--- src/rtl/fs_error_diffuser.sv ---
// fs_error_diffuser
//
// Floyd-Steinberg error diffusion over a single-channel frame buffer. For
// each pixel in raster order, the engine reads the pixel and writes back the
// value quantised to 0 or full scale. It then does a read-modify-write on each
// valid neighbour, adding the weighted quantisation error (R 7/16, BL 3/16,
// B 5/16, BR 1/16) and clamping to the pixel range. Finally it pulses
// counter_en so that the upstream raster counter advances.
//
// Ports
//   clk, rst        clock; asynchronous active-high reset
//   start           one-cycle request to dither a frame (honoured in IDLE only)
//   pixel_index     current raster index from the upstream counter
//   counter_en      one-cycle pulse that advances the upstream counter
//   busy            high from start acceptance until DONE is left
//   done            one-cycle pulse when the frame is complete
//   mem_addr        frame-buffer address
//   mem_rd          read strobe; mem_rdata is valid one cycle later
//   mem_wr          write strobe for mem_wdata at mem_addr
//   mem_wdata       write data
//   mem_rdata       read data
//
// state  | meaning
// IDLE   | waiting for start
// RD_CUR | read the current pixel
// QNT_WR | quantise, write back, latch the error
// N_RD   | read the selected neighbour
// N_WR   | write the neighbour plus its weighted error
// ADV    | advance the upstream pixel counter
// DONE   | one-cycle completion pulse

module fs_error_diffuser #(
  parameter int IMAGEX           = 64,
  parameter int IMAGEY           = 64,
  parameter int RGB_SIZE         = 8,
  parameter int IMAGE_ADDR_WIDTH = $clog2(IMAGEX*IMAGEY)
) (
  input  logic                        clk,
  input  logic                        rst,
  input  logic                        start,
  input  logic [IMAGE_ADDR_WIDTH-1:0] pixel_index,
  output logic                        counter_en,
  output logic                        busy,
  output logic                        done,
  output logic [IMAGE_ADDR_WIDTH-1:0] mem_addr,
  output logic                        mem_rd,
  output logic                        mem_wr,
  output logic [RGB_SIZE-1:0]         mem_wdata,
  input  logic [RGB_SIZE-1:0]         mem_rdata
);

  localparam int A  = IMAGE_ADDR_WIDTH;
  localparam int P  = RGB_SIZE;
  localparam int XW = $clog2(IMAGEX);
  localparam int YW = $clog2(IMAGEY);

  localparam logic [XW-1:0] X_LAST   = XW'(IMAGEX-1);
  localparam logic [YW-1:0] Y_LAST   = YW'(IMAGEY-1);
  localparam logic [A-1:0]  LAST_IDX = A'(IMAGEX*IMAGEY-1);

  typedef enum logic [2:0] {
    S_IDLE,
    S_RD_CUR,
    S_QNT_WR,
    S_N_RD,
    S_N_WR,
    S_ADV,
    S_DONE
  } state_t;

  state_t state;

  // Error of the current pixel, signed (P+1) bits.
  logic signed [P:0] err;
  // Remaining neighbours still to be diffused; bit order R, BL, B, BR.
  logic [3:0]        rem;
  logic [A-1:0]      nb_addr;

  logic [XW-1:0] px;
  logic [YW-1:0] py;
  logic [3:0]    nb_mask;
  logic [1:0]    nb_sel;
  logic [3:0]    rem_after;
  logic [A-1:0]  nb_offset;
  logic [A-1:0]  nb_addr_calc;
  logic [3:0]    weight;

  logic [P-1:0]      q;
  logic signed [P:0] err_new;

  logic signed [P+5:0] prod;
  logic signed [P+5:0] shifted;
  logic signed [P+5:0] sum;
  logic [P-1:0]        nb_new;

  assign px = pixel_index[XW-1:0];
  assign py = pixel_index[XW+YW-1:XW];

  always_comb begin
    nb_mask[0] = (px != X_LAST);
    nb_mask[1] = (px != '0) && (py != Y_LAST);
    nb_mask[2] = (py != Y_LAST);
    nb_mask[3] = (px != X_LAST) && (py != Y_LAST);
  end

  // Lowest remaining bit gives the next neighbour in R, BL, B, BR order.
  always_comb begin
    nb_sel = 2'd0;
    if (rem[0])      nb_sel = 2'd0;
    else if (rem[1]) nb_sel = 2'd1;
    else if (rem[2]) nb_sel = 2'd2;
    else if (rem[3]) nb_sel = 2'd3;
  end

  assign rem_after = rem & ~(4'b0001 << nb_sel);

  always_comb begin
    nb_offset = A'(1);
    weight    = 4'd7;
    case (nb_sel)
      2'd0: begin nb_offset = A'(1);        weight = 4'd7; end
      2'd1: begin nb_offset = A'(IMAGEX-1); weight = 4'd3; end
      2'd2: begin nb_offset = A'(IMAGEX);   weight = 4'd5; end
      default: begin nb_offset = A'(IMAGEX+1); weight = 4'd1; end
    endcase
  end

  assign nb_addr_calc = pixel_index + nb_offset;

  // Threshold at half scale: the MSB alone decides the quantised value.
  assign q       = {P{mem_rdata[P-1]}};
  assign err_new = $signed({1'b0, mem_rdata}) - $signed({1'b0, q});

  // Signed product, arithmetic shift (floor), then saturate to 0..2^P-1.
  assign prod    = $signed({{5{err[P]}}, err}) * $signed({{(P+2){1'b0}}, weight});
  assign shifted = prod >>> 4;
  assign sum     = $signed({6'b0, mem_rdata}) + shifted;

  always_comb begin
    if (sum[P+5])
      nb_new = '0;
    else if (|sum[P+4:P])
      nb_new = '1;
    else
      nb_new = sum[P-1:0];
  end

  // The address and write data depend on the current state and, for writes,
  // on read data that arrives in the same cycle. So these two are decoded
  // from the state and are not registered.
  always_comb begin
    mem_addr  = '0;
    mem_wdata = '0;
    case (state)
      S_RD_CUR: mem_addr = pixel_index;
      S_QNT_WR: begin
        mem_addr  = pixel_index;
        mem_wdata = q;
      end
      S_N_RD:   mem_addr = nb_addr_calc;
      S_N_WR: begin
        mem_addr  = nb_addr;
        mem_wdata = nb_new;
      end
      default: begin
        mem_addr  = '0;
        mem_wdata = '0;
      end
    endcase
  end

  always_ff @(posedge clk or posedge rst) begin
    if (rst) begin
      state      <= S_IDLE;
      busy       <= 1'b0;
      done       <= 1'b0;
      counter_en <= 1'b0;
      mem_rd     <= 1'b0;
      mem_wr     <= 1'b0;
      err        <= '0;
      rem        <= '0;
      nb_addr    <= '0;
    end else begin
      case (state)
        S_IDLE: begin
          if (start) begin
            state  <= S_RD_CUR;
            busy   <= 1'b1;
            mem_rd <= 1'b1;
          end
        end
        S_RD_CUR: begin
          state  <= S_QNT_WR;
          mem_rd <= 1'b0;
          mem_wr <= 1'b1;
        end
        S_QNT_WR: begin
          err    <= err_new;
          rem    <= nb_mask;
          mem_wr <= 1'b0;
          if (|nb_mask) begin
            state  <= S_N_RD;
            mem_rd <= 1'b1;
          end else begin
            state      <= S_ADV;
            counter_en <= 1'b1;
          end
        end
        S_N_RD: begin
          nb_addr <= nb_addr_calc;
          state   <= S_N_WR;
          mem_rd  <= 1'b0;
          mem_wr  <= 1'b1;
        end
        S_N_WR: begin
          rem    <= rem_after;
          mem_wr <= 1'b0;
          if (|rem_after) begin
            state  <= S_N_RD;
            mem_rd <= 1'b1;
          end else begin
            state      <= S_ADV;
            counter_en <= 1'b1;
          end
        end
        S_ADV: begin
          counter_en <= 1'b0;
          if (pixel_index == LAST_IDX) begin
            state <= S_DONE;
            done  <= 1'b1;
          end else begin
            state  <= S_RD_CUR;
            mem_rd <= 1'b1;
          end
        end
        S_DONE: begin
          done  <= 1'b0;
          busy  <= 1'b0;
          state <= S_IDLE;
        end
        default: state <= S_IDLE;
      endcase
    end
  end

endmodule

--- config.mk ---
export PLATFORM = sky130hd
export DESIGN_NAME = fs_error_diffuser
export DESIGN_NICKNAME = d
export VERILOG_FILES = /design/src/rtl/fs_error_diffuser.sv
export SDC_FILE = /design/constraint.sdc
export NUM_CORES = 1
export LEC_CHECK = 0
export ABC_AREA = 1
export CELL_PAD_IN_SITES_DETAIL_PLACEMENT = 0
export CELL_PAD_IN_SITES_GLOBAL_PLACEMENT = 1
export CORE_MARGIN = 1
export CORE_UTILIZATION = 35
export DETAILED_ROUTE_END_ITERATION = 8
export PLACE_DENSITY_LB_ADDON = 0.1
export SLEW_MARGIN = 20
export SYNTH_ARGS = -nofsm -noshare
export SYNTH_HDL_FRONTEND = slang
export SYNTH_SLANG_ARGS = --single-unit
--- constraint.sdc ---
create_clock -name clk -period 7.25 [get_ports clk]
set_input_delay 1.8125 -clock clk [delete_from_list [all_inputs] [get_ports clk]]
set_output_delay 1.8125 -clock clk [all_outputs]
set_load 0.01 [all_outputs]
# Word level (Yosys, flattened, before mapping)
# Cells that the tools add are included.
# W data, S select, Z words.
# totals
register_bits,33
input_bits,23
output_inout_bits,25
elab_cells,83
# op_classes
n_addsub,3
n_mul,1
eq_ne,18
n_shift,1
mux,28
bitwise_logic,2
reduce_logical,21
# ops
operator,count
$pmux W12 S3,1
$pmux W7 S3,1
$pmux W3 S6,1
$mux W8,2
$pmux W8 S2,1
$ne A2 B2 Y1 const B,7
$mul A9 B4 Y13,1
$add A12 B12 Y12,1
$eq A12 B12 Y1 const B,1
$mux W3,4
$ne A6 B6 Y1 const B,2
$add A9 B9 Y10,1
$eq A3 B3 Y1 const B,3
$pmux W3 S3,1
$sub A8 B8 Y9,1
$mux W2,4
$pmux W4 S2,1
$reduce_bool A2 Y1,4
$reduce_or A4 Y1,2
$mux W1,7
$eq A3 B2 Y1 const B,2
$pmux W1 S2,3
$reduce_bool A6 Y1,1
$reduce_or A2 Y1,3
17 further kinds,19

# Depth between registers and ports, before layout
# depth
depth_word,12
ltp_mapped,32
mapped_depth_nobuf,32

# Least setup slack after synthesis
# No wires, ideal clock.
# synth_timing
path_type,reg2out
start,reg rem[1]
end,out mem_wdata[3]
arrival_time_ns,3.964
required_ns,5.438
path_slack_ns,1.473
stages_incl_launch_ff,30
path_cell_list,dfrtp_1 nor2_2 nand2_1 inv_2 nor2_1 ha_1 inv_1 fa_1 inv_1 ha_1 nand2_1 nor2_1 nand3_1 nand2_2 nand2_1 nand2_1 a21oi_1 xor2_1 inv_1 ha_1 a21oi_1 nand2_1 nand2_1 nand3_1 nand2_1 nand3_4 and2_4 buf_6 nand2_2 nand2_1
# synth_between
elab_chain_len,10
word_cells_on_any_way,12
# synth_lines
element,line_no,source
from (decl),76,logic [3:0] rem;
from (signal assigned),199,rem <= nb_mask;
from (signal assigned),216,rem <= rem_after;
$mux W2 (*),110,else if (rem[1]) nb_sel = 2'd1;
$mux W2 (*),109,if (rem[0]) nb_sel = 2'd0;
$eq A2 B2 Y1 (tied with other cells),120,case (nb_sel)
$pmux W3 S3 (*),120,
$mul A9 B4 Y13 (*),135,"assign prod = $signed({{5{err[P]}}, err}) * $signed({{(P+2){1'b0}}, weight});"
$add A9 B9 Y10 (*),137,"assign sum = $signed({6'b0, mem_rdata}) + shifted;"
$reduce_or A5 Y1,142,else if (|sum[P+4:P])
$mux W8,142,
$mux W8 (*),140,if (sum[P+5])
$pmux W8 S2 (*),154,case (state)
to (decl),48,"output logic [RGB_SIZE-1:0] mem_wdata,"
# Mark *: on every way between the ends. The rest lies on a longest branch, timed or not.

# Final worst setup path
# layout_timing
start,reg rem[2]
end,out mem_wdata[1]
# layout_between
elab_chain_len,11
word_cells_on_any_way,13
# layout_lines
element,line_no,source
$mux W2 (*),111,else if (rem[2]) nb_sel = 2'd2;
$mux W2 (*),110,
$mux W2 (*),109,
$eq A2 B2 Y1 (tied with other cells),120,
$pmux W3 S3 (*),120,
$mul A9 B4 Y13 (*),135,
$add A9 B9 Y10 (*),137,
$reduce_or A5 Y1,142,
$mux W8,142,
$mux W8 (*),140,
$pmux W8 S2 (*),154,
# Marks and branches as above.

==> impl_metrics.csv <==
group,metric,value,unit
clock_tree,cts.sinks,33,
clock_tree,cts_tree,"done",
final_layout,seq_area,828.3,um^2
timing,timing.fmax,146.7,MHz
critical_path,arrival,5.01,ns
timing,slew_violations,0,
placed_design,place_congestion,0.7932,
final_layout,multi_input_area,0.002462,mm^2
floorplan,die_w,105.0,um
timing,tightest_slew,1.043,ns
global_routing,grt_usage,0.1894,
route,finalWirelength,9762,um
critical_path,cp_slowest_cell,"clkdlybuf4s50_1",
critical_path,crit_path_max_incr_delay,0.54,ns
critical_path,reg2reg_from,"rem[1]",
logic_synthesis,ys_seq_area_frac,0.2224,
logic_synthesis,async_reset_ff_frac,1.000,
logic_synthesis,yosys_most_used_dff,"dfrtp_1",
route,dr.pass1.iters,5,
logic_synthesis,synth_top_area_cell,"dfrtp_1",
clock_tree,clock_latency,0.28,ns
final_layout,drive_gt1_frac,0.1000,
logic_synthesis,ys_types,39,
logic_synthesis,synth_top_area_frac,0.2224,
final_layout,diodes,0,
route,first_iter_violations,135,
critical_path,critPathKind,"reg -> out",
route,viasPerCell,4.740,
logic_synthesis,yosys_warnings,0,
logic_synthesis,synth-seq-cells,33,
clock_tree,cts_buffers,5,
final_layout,final_common_cell,"nand2_1",
timing,fin_skew,0.004995,ns
timing,rsz0062_at_grt,"no",
global_routing,grt_pass1_wl,16730,um
logic_synthesis,synth_nets,624,
critical_path,crit_fanout,8,
logic_synthesis,avgSynthCellArea,6.764,um^2
worst_hold_path,min_from,"nb_addr[11]",
global_routing,grt_max_degree,34,
logic_synthesis,synth_edf_count,0,
worst_hold_path,hold_path_class,"reg -> reg",
timing,fin_setup_tns,0,ns
logic_synthesis,synth_cells,549,
critical_path,cp-start-kind,"flop",
route,ant_nets,0,
floorplan,die_h,105.0,um
global_routing,grt_pass1_vias,3471,
timing,period_minus_slack,6.819,ns
final_layout,final_cell_mix,"nand2_1, inv_1, nor2_1",
final_layout,syn_to_final_growth,23.21,%
placed_design,io_buffers,47,
timing,setup_viol,0,
clock_tree,ctsLongestPathBuffers,2,
global_routing,grt-ovfl-total,0,
route,routedWlPerCell,13.09,um
global_routing,antenna_found_initial,0,
floorplan,num_rows,37,
timing,hold_viol,0,
critical_path,end_kind,"primary output",
critical_path,startpoint,"rem[2]",
placed_design,dpl.hpwl,7838,um
final_layout,fill_cells,1096,
timing,slew_headroom,0.3024,
route,num_vias,3536,
status,status,"finished, final reports clean",
critical_path,crit_required,5.44,ns
route,drc_errors,0,
flow_run,cap_violations,0,
logic_synthesis,synth_area_leaders,"dfrtp_1, ha_1, nand2_1",
floorplan,core,0.01032,mm^2
clock_tree,cts_max_level,2,
clock_tree,clk_pin_slew,0.08,ns
timing,period_share,0.9405,
floorplan,start_util,0.3597,
final_layout,nets,684,
floorplan,io_pins,48,
floorplan,die-area,0.01103,mm^2
logic_synthesis,syn_area,0.003714,mm^2
clock_tree,ctsRootBufferMaster,"clkbuf_8",
[stage by stage]
stage / cell area (um^2) / hold WS [ns] / util / worst slack (ns) / std cells
2_1_floorplan: 3714 / 0.4494 / - / 1.473 / 549
3_3_place_gp: 4354 / 0.4643 / 0.4218 / 0.3415 / 730
3_5_place_dp: 4354 / 0.4666 / 0.4218 / 0.3828 / 730
4_1_cts: 4474 / 0.4887 / 0.4334 / 0.04841 / 738
5_1_grt: 4576 / 0.5131 / 0.4432 / 0.03518 / 746
6_report: 4576 / 0.4836 / 0.4432 / 0.4312 / 746
[state kept, by name, summed over array words and instances, names as in the netlist]
| register | flops |
|---|---|
| nb_addr | 12 |
| rem | 4 |
| state | 3 |
| mem_wr | 1 |
| counter_en | 1 |
| mem_rd | 1 |
| err | 9 |
| busy | 1 |
| done | 1 |
[kinds of logic after synthesis]
family          Yosys count  synth area share
simple gates            246            0.2941
buf+inv                 119            0.1223
compound gates           85            0.1307
fa+ha+maj                52            0.1974
flops                    33            0.2224
xor+xnor                 14           0.03302
[layer usage]
metal	up-vias	wire, um	track usage
met2	44	4750	0.3401
met4	0	102	0.04427
met5	-	0	0
met1	1615	4722	0.2428
met3	7	187	0.01934
li1	1870	-	-
[area by class of cell]
cell class              instances  share of cell area
clock buffers                   6             0.01805
clock inverters                 2            0.008203
inverters                     113             0.09325
multi-input cells             397              0.5381
flip-flops and latches         33              0.1810
well taps                     136             0.03719
repair buffers                 59              0.1241
[timing repair]
action	4_1_cts	5_1_grt
endpoints found under the setup margin	0	8
hold buffers	0	0
resized for setup	0	16
setup buffers	0	8
[final timing paths]
kind	end	depth (start not counted)	slack, ns
max in group asynchronous	rem[0]	3	4.97
max reg2reg	nb_addr[8]	12	4.50
min in group asynchronous	err[6]	3	1.92
min	nb_addr[11]	2	0.48
max	mem_wdata[1]	28	0.43
min reg2reg	nb_addr[11]	2	0.48
[Yosys cell counts (3+ instances only)]
cell type,instances
xnor2_1,7
o211ai_1,5
a21oi_1,29
xor2_1,7
nand3_1,42
nand2_1,121
o21a_1,3
dfrtp_1,33
o21ai_0,30
fa_1,11
o22ai_1,5
inv_1,110
or2_2,4
nand4_1,4
nand2_2,15
clkbuf_1,5
nor3_1,3
ha_1,41
nor2_1,47
inv_2,3
[worst max-delay path: cells and delay by family (launching register included)]
kind                     cells  cell delay, ns
adder cells (fa/ha/maj)      4            1.41
AND/OR/NAND/NOR             14            1.50
AO/OA/AOI/OAI                3            0.36
flip-flops                   1            0.41
XOR/XNOR                     1            0.16
buffers and inverters        6            0.88
Power is not shown: default switching activity piles up to over one toggle a cycle in this logic, so the estimate is an artifact.
